--- src/rtl/morse_msg_sequencer.sv ---
// Character FIFO plus launch sequencer for the Morse translator: presents one buffered
// character at a time on char/start, waits for busy to rise and fall, then enforces a guard gap.
module morse_msg_sequencer #(
   parameter int DEPTH  = 16,
   parameter int ACK_TO = 15,
   parameter int GUARD  = 2
) (
   input  logic                         clk,
   input  logic                         rst_n,
   input  logic                         enable,
   input  logic                         push_valid,
   input  logic [4:0]                   push_char,
   output logic                         push_ready,
   input  logic                         flush,
   input  logic                         busy_in,
   output logic [4:0]                   char_out,
   output logic                         start_out,
   output logic                         done_pulse,
   output logic                         timeout_err,
   output logic [$clog2(DEPTH+1)-1:0]   fifo_count,
   output logic                         seq_idle
);

   localparam int CNT_W   = $clog2(DEPTH + 1);
   localparam int PTR_W   = $clog2(DEPTH);
   localparam int TMR_MAX = (ACK_TO > GUARD) ? ACK_TO : GUARD;
   localparam int TMR_W   = $clog2(TMR_MAX + 1);

   localparam logic [CNT_W-1:0] FULL_CNT   = CNT_W'(DEPTH);
   localparam logic [TMR_W-1:0] ACK_LAST   = TMR_W'(ACK_TO - 1);
   localparam logic [TMR_W-1:0] GUARD_LAST = TMR_W'(GUARD - 1);

   typedef enum logic [2:0] {
      S_IDLE,
      S_LOAD,
      S_STROBE,
      S_WAIT_ACK,
      S_WAIT_DONE,
      S_GUARD
   } state_t;

   state_t state, state_nxt;

   logic [4:0]       mem [DEPTH];
   logic [PTR_W-1:0] wr_ptr, rd_ptr;
   logic [CNT_W-1:0] count;
   logic             push_en, pop_en, fifo_has_data;

   logic [TMR_W-1:0] timer, timer_nxt;
   logic [4:0]       char_nxt;
   logic             start_nxt, done_nxt, tmo_nxt;

   assign fifo_has_data = (count != '0);
   assign push_ready    = (count != FULL_CNT);
   assign push_en       = push_valid && push_ready && !flush;
   // A flush in the IDLE->LOAD cycle can leave LOAD with an empty FIFO; never pop then.
   assign pop_en        = (state == S_LOAD) && fifo_has_data && !flush;
   assign fifo_count    = count;
   assign seq_idle      = (state == S_IDLE);

   always_ff @(posedge clk) begin
      if (push_en) mem[wr_ptr] <= push_char;
   end

   always_ff @(posedge clk or negedge rst_n) begin
      if (!rst_n) begin
         wr_ptr <= '0;
         rd_ptr <= '0;
         count  <= '0;
      end else if (flush) begin
         wr_ptr <= '0;
         rd_ptr <= '0;
         count  <= '0;
      end else begin
         if (push_en) wr_ptr <= wr_ptr + 1'b1;
         if (pop_en)  rd_ptr <= rd_ptr + 1'b1;
         if (push_en && !pop_en)      count <= count + 1'b1;
         else if (pop_en && !push_en) count <= count - 1'b1;
      end
   end

   // State register together with the registered translator-facing outputs.
   always_ff @(posedge clk or negedge rst_n) begin
      if (!rst_n) begin
         state       <= S_IDLE;
         timer       <= '0;
         char_out    <= '0;
         start_out   <= 1'b0;
         done_pulse  <= 1'b0;
         timeout_err <= 1'b0;
      end else begin
         state       <= state_nxt;
         timer       <= timer_nxt;
         char_out    <= char_nxt;
         start_out   <= start_nxt;
         done_pulse  <= done_nxt;
         timeout_err <= tmo_nxt;
      end
   end

   always_comb begin
      state_nxt = state;
      case (state)
         S_IDLE:      if (enable && fifo_has_data) state_nxt = S_LOAD;
         S_LOAD:      state_nxt = fifo_has_data ? S_STROBE : S_IDLE;
         S_STROBE:    state_nxt = S_WAIT_ACK;
         S_WAIT_ACK: begin
            if (busy_in)                state_nxt = S_WAIT_DONE;
            else if (timer == ACK_LAST) state_nxt = S_GUARD;
         end
         // No timeout here: a word gap keeps the translator busy for a very long time.
         S_WAIT_DONE: if (!busy_in) state_nxt = S_GUARD;
         S_GUARD:     if (timer == GUARD_LAST) state_nxt = S_IDLE;
         default:     state_nxt = S_IDLE;
      endcase
   end

   always_comb begin
      start_nxt = start_out;
      done_nxt  = 1'b0;
      tmo_nxt   = 1'b0;
      timer_nxt = timer;
      char_nxt  = char_out;
      case (state)
         S_IDLE:   start_nxt = 1'b0;
         S_LOAD:   if (fifo_has_data) char_nxt = mem[rd_ptr];
         S_STROBE: begin
            start_nxt = 1'b1;
            timer_nxt = '0;
         end
         S_WAIT_ACK: begin
            if (busy_in) begin
               start_nxt = 1'b0;
            end else if (timer == ACK_LAST) begin
               start_nxt = 1'b0;
               tmo_nxt   = 1'b1;
               timer_nxt = '0;
            end else begin
               timer_nxt = timer + 1'b1;
            end
         end
         S_WAIT_DONE: begin
            if (!busy_in) begin
               done_nxt  = 1'b1;
               timer_nxt = '0;
            end
         end
         S_GUARD: begin
            start_nxt = 1'b0;
            timer_nxt = (timer == GUARD_LAST) ? '0 : timer + 1'b1;
         end
         default: start_nxt = 1'b0;
      endcase
   end

endmodule

--- config.mk ---
export PLATFORM = sky130hd
export DESIGN_NAME = morse_msg_sequencer
export DESIGN_NICKNAME = d
export VERILOG_FILES = /design/src/rtl/morse_msg_sequencer.sv
export SDC_FILE = /design/constraint.sdc
export NUM_CORES = 1
export LEC_CHECK = 0
export BUFFER_PORTS_ARGS = -buffer_cell sky130_fd_sc_hd__buf_2
export CORE_MARGIN = 4
export CORE_UTILIZATION = 60
export DETAILED_ROUTE_END_ITERATION = 10
export PLACE_DENSITY = 0.79
export SLEW_MARGIN = 20
export SYNTH_ARGS = -nofsm -noshare
export SYNTH_HDL_FRONTEND = slang
export SYNTH_SLANG_ARGS = --single-unit
--- constraint.sdc ---
create_clock -name clk -period 3.85 [get_ports clk]
set_input_delay 0.77 -clock clk [delete_from_list [all_inputs] [get_ports clk]]
set_output_delay 0.77 -clock clk [all_outputs]
set_load 0.01 [all_outputs]
==> metrics.md, run 1 <==
| Metric | Value |
|---|---|
| Fin crit period | 3.014 ns |
| Most frequent cells in the layout | edfxtp_1 (80), dfrtp_1 (28), buf_2 (25), mux4_2 (20), nor2_1 (17) |
| Reported net switching power | 1.020 mW |
| Status | complete, no violations |
| Fill cells | 488 |
| Routed length per instance | 20.58 um |
| Worst-skew pair later-pin latency | 0.36 ns |
| Setup TNS Final | 0 ns |
| Global-route wire length before repair | 14.39 mm |
| Setup violators final | 0 |
| Worst hold path type | input port to async pin |
| Placed Area | 0.004878 mm^2 |
| #FFs+latches synth | 108 |
| Clk_skew | 0.008675 ns |
| Final Power | 3.062 mW |
| Core ar. | 0.007408 mm^2 |
| Vias per cell | 6.085 |
| Number of max-cap violations | 0 |
| Critical Path AT | 3.29 ns |
| CTS buffer count | 9 |
| Post-Synthesis Cells | 295 |
| Combinational power share | 0.292 |
| Post-CTS Resized | 0 |
| Port bufs | 25 |
| TritonRoute pass-1 iters | 4 |
| CTS tree | done |
| # DRC | 0 |
| RSZ-0062 raised after global routing | no |
| Predominant post-synthesis flop cell | edfxtp_1 |
| Number of global-route vias before repair | 2,684 |
| Cell-internal power | 2.042 mW |
| Post-CTS Setup Inserts | 0 |
| Reg power frac | 0.499 |
| RePlAce Congestion | 0.8967 |
| Power Density | 603.9 mW/mm^2 |
| Unique masters post-synth | 47 |
| Post-synth EDFFs | 80 |
| CP Max Fanout | 6 |
| Overflow after GRT | 0 |
| Rows | 31 |
| Clock network fraction of total power | 0.209 |
| Post-synthesis cell area | 0.004672 mm^2 |
| Worst setup margin | 0.8358 ns |
| Vias | 2,586 |
| Die width | 96.24 um |
| Syn_nets | 316 |
| Switching Fraction | 0.3331 |
| H-tree depth | 3 |
| Largest stage delay, worst path | 0.52 ns |
| Cts hold-fix bufs | 0 |
| Io pins | 26 |
| Worst setup EP type | flip-flop |
| Final Hold Viols | 0 |
| P&R area growth vs syn | 8.516% |
| Synth warn | 0 |
| Ant. Diodes | 0 |
| Largest net degree at the start of global routing | 29 |
| Worst-case clock buffer depth | 2 |
| DP HPWL | 5.982 mm |
| Layout cells sized above 1 | 0.2301 |
| Full die area | 0.009262 mm^2 |
| Starting Density | 0.6306 |
| DP Worst Slack | 0.6857 ns |
| Syn_area_per_cell | 15.84 um^2 |
| Worst-margin pin slew | 1.034 ns |
| Initial antenna violation count | 0 |
| Critical setup path kind | flip-flop to flip-flop |
| Post-synthesis sequential area ratio | 0.6642 |
| Leakage power | 1.802 nW |
| Clk sink count | 108 |
| Top cells by area, synth | edfxtp_1 (51%), dfrtp_1 (15%), mux4_2 (9.6%), ha_1 (2.4%), and2_1 (1.9%) |
| Root Buffer | clkbuf_8 |
| Critical path cell sequence | nor4_2 > a2111oi_4 > or3_1 > fa_1 > a21o_1 > a21oi_1 > nand3_1 > and3_1 > nor3_1 |
| Die H | 96.24 um |
| First DRT Iteration DRCs | 177 |
| Clock transition at the registers of the reported paths | 0.11 ns |
| Synth area leader | edfxtp_1 |
| Final #Nets | 342 |
| Peak Freq | 331.8 MHz |
| GRT Overall Usage | 0.2166 |
| Max-Slew Margin vs Limit | 0.3104 |
| Worst setup SP type | flip-flop |
| Final Util | 0.6843 |
| Slew Limit Fails | 0 |
| Peak supply drop | 0.0004325 V |
| Most common cell after layout, fill and taps aside | edfxtp_1 |
| Slowest-stage cell, CP | nor4_2 |
| Antenna-violating nets left | 0 |
| Asr flop ratio synth | 0.2593 |
| Crit share post-route | 0.7829 |
| CP required | 4.13 ns |
| Final instance area | 0.005070 mm^2 |
| Post-synth top area share | 0.5142 |
| Drt total wl | 8.748 mm |
## cells by family after synthesis
group | share of synthesized area
flops | 0.6642
xor+xnor | 0.01875
buf+inv | 0.01473
fa+ha+maj | 0.02839
compound gates | 0.05972
simple gates | 0.09480
mux | 0.1194
## cell type report
type	instances	area (um^2)	area share
clock buffer	9	123.9	0.02443
clock inverter	7	60.06	0.01185
inverter	5	18.77	0.003702
multi-input combinational	170	1500	0.2959
sequential	108	3103	0.6120
tap	99	123.9	0.02443
timing repair buffer	27	140.1	0.02764
## state kept, by name (all words and copies together) (netlist names)
name and count:
wr_ptr 4, mem 80, done_pulse 1, fifo_count 5, start_out 1, state 3, char_out 5, timeout_err 1
rd_ptr 4, timer 4
## synthesized netlist by cell type, types with 2 or more instances
cell / n
o22ai_1: 11
clkbuf_1: 8
and3_1: 5
xor2_1: 5
mux2i_1: 4
nand2b_1: 3
nand3_1: 3
buf_2: 3
nor2b_1: 2
inv_1: 5
nand4_1: 2
nor4b_1: 4
or2_2: 2
a211oi_1: 2
ha_1: 9
a21boi_0: 2
and2_1: 14
nor2_1: 17
or3_1: 2
a21o_1: 2
dfrtp_1: 28
mux4_2: 20
nor3_1: 6
edfxtp_1: 80
mux2_2: 6
o21ai_0: 6
a21oi_1: 10
nand2_1: 11
xnor2_1: 5
## worst paths after layout
check                              start            end  slack [ns]  cells past startpoint
hold / removal                     rst_n    char_out[3]        0.43                      1
hold reg to reg                start_out      start_out        0.54                      1
setup / recovery           fifo_count[1]  fifo_count[4]        0.84                      9
setup reg to reg           fifo_count[1]  fifo_count[4]        0.84                      9
min in group clk               start_out      start_out        0.54                      1
max in group asynchronous          rst_n  fifo_count[0]        2.98                      1
## per-stage QoR
stage	instances	hold slack (ns)
after floorplan	295	0.4744
after global placement	408	0.5201
after detailed placement	408	0.5328
after CTS	424	0.4425
after global routing	425	0.4533
final	425	0.4262
## power by group through the flow
stage                     registers [mW]  logic, mW  clock network [mW]
after floorplan                     1.48      0.711                   0
after global placement              1.54      0.867                   0
after detailed placement            1.56      0.891                   0
after CTS                           1.53      0.893               0.648
after global routing                1.55      0.993               0.702
final                               1.53      0.893               0.640
## worst max-delay path, delay by kind of cell (launching register included)
| family | cells | cell delay [ns] |
|---|---|---|
| DFF | 1 | 0.47 |
| and+or+nand+nor | 5 | 1.49 |
| AOI/OAI and AO/OA | 3 | 0.54 |
| adders and majority gates | 1 | 0.44 |
## metal layers
metal,global-route usage,vias to the layer above,wire length (um)
li1,-,1205,-
met1,0.3061,1302,3926
met2,0.3376,65,4307
met3,0.04769,14,338
met4,0.07109,0,176
met5,0,-,0
(Power assumes the default switching activity.)
==> run 2, diff against run 1 <==
- CORE_UTILIZATION: 60 -> 54
- PLACE_DENSITY: 0.79 -> 0.75
- clock period: 3.85 -> 2.7 ns (I/O delays scaled with it)
==> run 2 against run 1 <==
  * Setup slack worse by 0.71 ns
  * Cell count is 4.7% higher
  * Clock skew is 0.0018 ns higher
  * Largest power group unchanged
==> metrics.md, run 2 (synthesis results as in run 1) <==
| Metric | Value |
|---|---|
| Reported net switching power | 1.435 mW (was 1.020 mW) |
| Core ar. | 0.008299 mm^2 (was 0.007408 mm^2) |
| Ant. Diodes | 0 (unchanged) |
| Worst R2R End | fifo_count[4] (unchanged) |
| RePlAce Congestion | 0.8278 (was 0.8967) |
| RSZ-0062 raised after global routing | no (unchanged) |
| Rows | 33 (was 31) |
| Worst hold path type | input port to async pin (unchanged) |
| Drt total wl | 8.687 mm (was 8.748 mm) |
| Full die area | 0.01020 mm^2 (was 0.009262 mm^2) |
| Initial antenna violation count | 0 (unchanged) |
| Peak supply drop | 0.0005201 V (was 0.0004325 V) |
| Reg power frac | 0.436 (was 0.499) |
| Power Density | 897.8 mW/mm^2 (was 603.9 mW/mm^2) |
| CTS buffer count | 9 (unchanged) |
| Setup violators final | 0 (unchanged) |
| Most flops, register | mem (unchanged) |
| Slowest-stage cell, CP | or3_4 (was nor4_2) |
| CTS tree | done (unchanged) |
| Port bufs | 25 (unchanged) |
| Reg2Reg Depth | 9 (unchanged) |
| Worst setup SP type | flip-flop (unchanged) |
| Most frequent cells in the layout | edfxtp_1 (80), dfrtp_1 (28), buf_2 (25), mux4_2 (20), nor2_1 (17) (unchanged) |
| CP delay by family, top | simple AND/OR/NAND/NOR gates (unchanged) |
| Status | complete, no violations (unchanged) |
| Antenna-violating nets left | 0 (unchanged) |
| Io pins | 26 (unchanged) |
| Slew Limit Fails | 0 (unchanged) |
| Max-Slew Margin vs Limit | 0.5407 (was 0.3104) |
| Worst-case clock buffer depth | 2 (unchanged) |
| Critical setup path kind | flip-flop to flip-flop (unchanged) |
| Clk sink count | 108 (unchanged) |
| P&R area growth vs syn | 12.88% (was 8.516%) |
| Vias | 2,594 (was 2,586) |
| Final Util | 0.6355 (was 0.6843) |
| Number of max-cap violations | 0 (unchanged) |
| Root Buffer | clkbuf_8 (unchanged) |
| CP Max Fanout | 4 (was 6) |
| Crit path depth | 9 (unchanged) |
| Worst-margin pin slew | 0.6890 ns (was 1.034 ns) |
| Combinational power share | 0.326 (was 0.292) |
| Cell-internal power | 3.300 mW (was 2.042 mW) |
| Vias per cell | 5.829 (was 6.085) |
| Final Hold Viols | 0 (unchanged) |
| Crit path buf inv count | 0 (unchanged) |
| Clock transition at the registers of the reported paths | 0.09 ns (was 0.11 ns) |
| Clock network fraction of total power | 0.238 (was 0.209) |
| Fin crit period | 2.579 ns (was 3.014 ns) |
| Die width | 101.0 um (was 96.24 um) |
| CP startpoint | fifo_count[3] (was fifo_count[1]) |
| Worst-skew pair later-pin latency | 0.37 ns (was 0.36 ns) |
| Largest stage delay, worst path | 0.45 ns (was 0.52 ns) |
| # DRC | 0 (unchanged) |
| Most common cell after layout, fill and taps aside | edfxtp_1 (unchanged) |
| Global-route wire length before repair | 13.97 mm (was 14.39 mm) |
| Starting Density | 0.5629 (was 0.6306) |
| Die H | 101.0 um (was 96.24 um) |
| DP HPWL | 5.786 mm (was 5.982 mm) |
| Worst r2r src | fifo_count[3] (was fifo_count[1]) |
| Clk_skew | 0.01043 ns (was 0.008675 ns) |
| H-tree depth | 3 (unchanged) |
| Layout cells sized above 1 | 0.2706 (was 0.2301) |
| Critical Path AT | 2.83 ns (was 3.29 ns) |
| Setup TNS Final | 0 ns (unchanged) |
| Largest register FFs | 80 (unchanged) |
| Final #Nets | 356 (was 342) |
| Routed length per instance | 19.52 um (was 20.58 um) |
| Flop-to-flop setup slack | 0.12 ns (was 0.84 ns) |
| Largest net degree at the start of global routing | 29 (unchanged) |
| Min Hold Slack | 0.2106 ns (was 0.4262 ns) |
| Switching Fraction | 0.3030 (was 0.3331) |
| CP endpoint | fifo_count[4] (unchanged) |
| Number of global-route vias before repair | 2,691 (was 2,684) |
| Crit share post-route | 0.9552 (was 0.7829) |
| Leakage power | 1.902 nW (was 1.802 nW) |
| CP required | 2.95 ns (was 4.13 ns) |
| Peak Freq | 387.7 MHz (was 331.8 MHz) |
| Overflow after GRT | 0 (unchanged) |
| First DRT Iteration DRCs | 112 (was 177) |
| Critical path cell sequence | nor4_4 > a2111oi_4 > or3_4 > fa_2 > a21o_1 > a21oi_2 > or3_1 > and3_4 > nor3_2 (was nor4_2 > a2111oi_4 > or3_1 > fa_1 > a21o_1 > a21oi_1 > nand3_1 > and3_1 > nor3_1) |
| GRT Overall Usage | 0.1850 (was 0.2166) |
| TritonRoute pass-1 iters | 4 (unchanged) |
| Worst setup EP type | flip-flop (unchanged) |
[run 2: changes by cell type in the layout (fill, tap and decap cells not counted), sizes merged]
cell,previous run,this run
bufinv,0,3
clkinv,3,1
inv,7,5
buf,27,41
clkbuf,9,11
clkinvlp,2,1
[run 2: worst min-delay path by stage]
| stage | startpoint | slack (ns) | to | depth (start not counted) |
|---|---|---|---|---|
| 5_1_grt | rst_n | 0.26 | done_pulse | 1 |
| 3_5_place_dp | start_out | 0.50 | start_out | 1 |
| 6_report | rst_n | 0.21 | char_out[0] | 1 |
| 3_3_place_gp | start_out | 0.50 | start_out | 1 |
| 2_1_floorplan | rst_n | 0.24 | char_out[0] | 0 |
| 4_1_cts | rst_n | 0.22 | char_out[1] | 1 |
[run 2: timing repair]
item	4_1_cts	5_1_grt
pin swaps	1	9
hold buffers	0	0
gates resized for setup	1	4
setup endpoints to repair	1	1
buffers inserted	1	4
[run 2: worst register-to-register path, stage by stage, from the launching register on]
cell,delay [ns]
dfrtp_1,0.41
nor4_4,0.38
a2111oi_4,0.13
or3_4,0.45
fa_2,0.41
a21o_1,0.17
a21oi_2,0.14
or3_1,0.15
and3_4,0.19
nor3_2,0.03
[run 2: through the flow]
| step | instances | power (mW) | instance area, um^2 | worst slack [ns] |
|---|---|---|---|---|
| after floorplan | 295 | 3.140 | 4686 | 0.006771 |
| after global placement | 424 | 3.520 | 4975 | 0.09606 |
| after detailed placement | 424 | 3.564 | 4975 | -0.002913 |
| after CTS | 441 | 4.695 | 5218 | 0.05319 |
| after global routing | 445 | 5.011 | 5274 | 0.01923 |
| final | 445 | 4.735 | 5274 | 0.1209 |
[run 2: layout make-up]
type                       instances  area [um^2]
multi-input combinational        170         1543
timing repair buffer              41        245.2
clock buffer                      11        131.4
clock inverter                     5        101.3
tap                              105        131.4
sequential                       108         3103
fill                             603         3025
inverter                           5        18.77
[run 2: power by group through the flow]
| stage | clock (mW) | combinational (mW) | sequential, mW |
|---|---|---|---|
| after floorplan | 0 | 1.02 | 2.12 |
| after global placement | 0 | 1.43 | 2.09 |
| after detailed placement | 0 | 1.47 | 2.10 |
| after CTS | 1.14 | 1.49 | 2.06 |
| after global routing | 1.22 | 1.71 | 2.08 |
| final | 1.13 | 1.54 | 2.06 |
[run 2: layer usage]
metal,global-route usage,part of all wire,vias to the layer above,wire length [um]
li1,-,-,1219,-
met1,0.2557,0.45,1309,3881
met2,0.2962,0.50,57,4315
met3,0.03668,0.043,9,370
met4,0.06442,0.014,0,120
met5,0,0,-,0
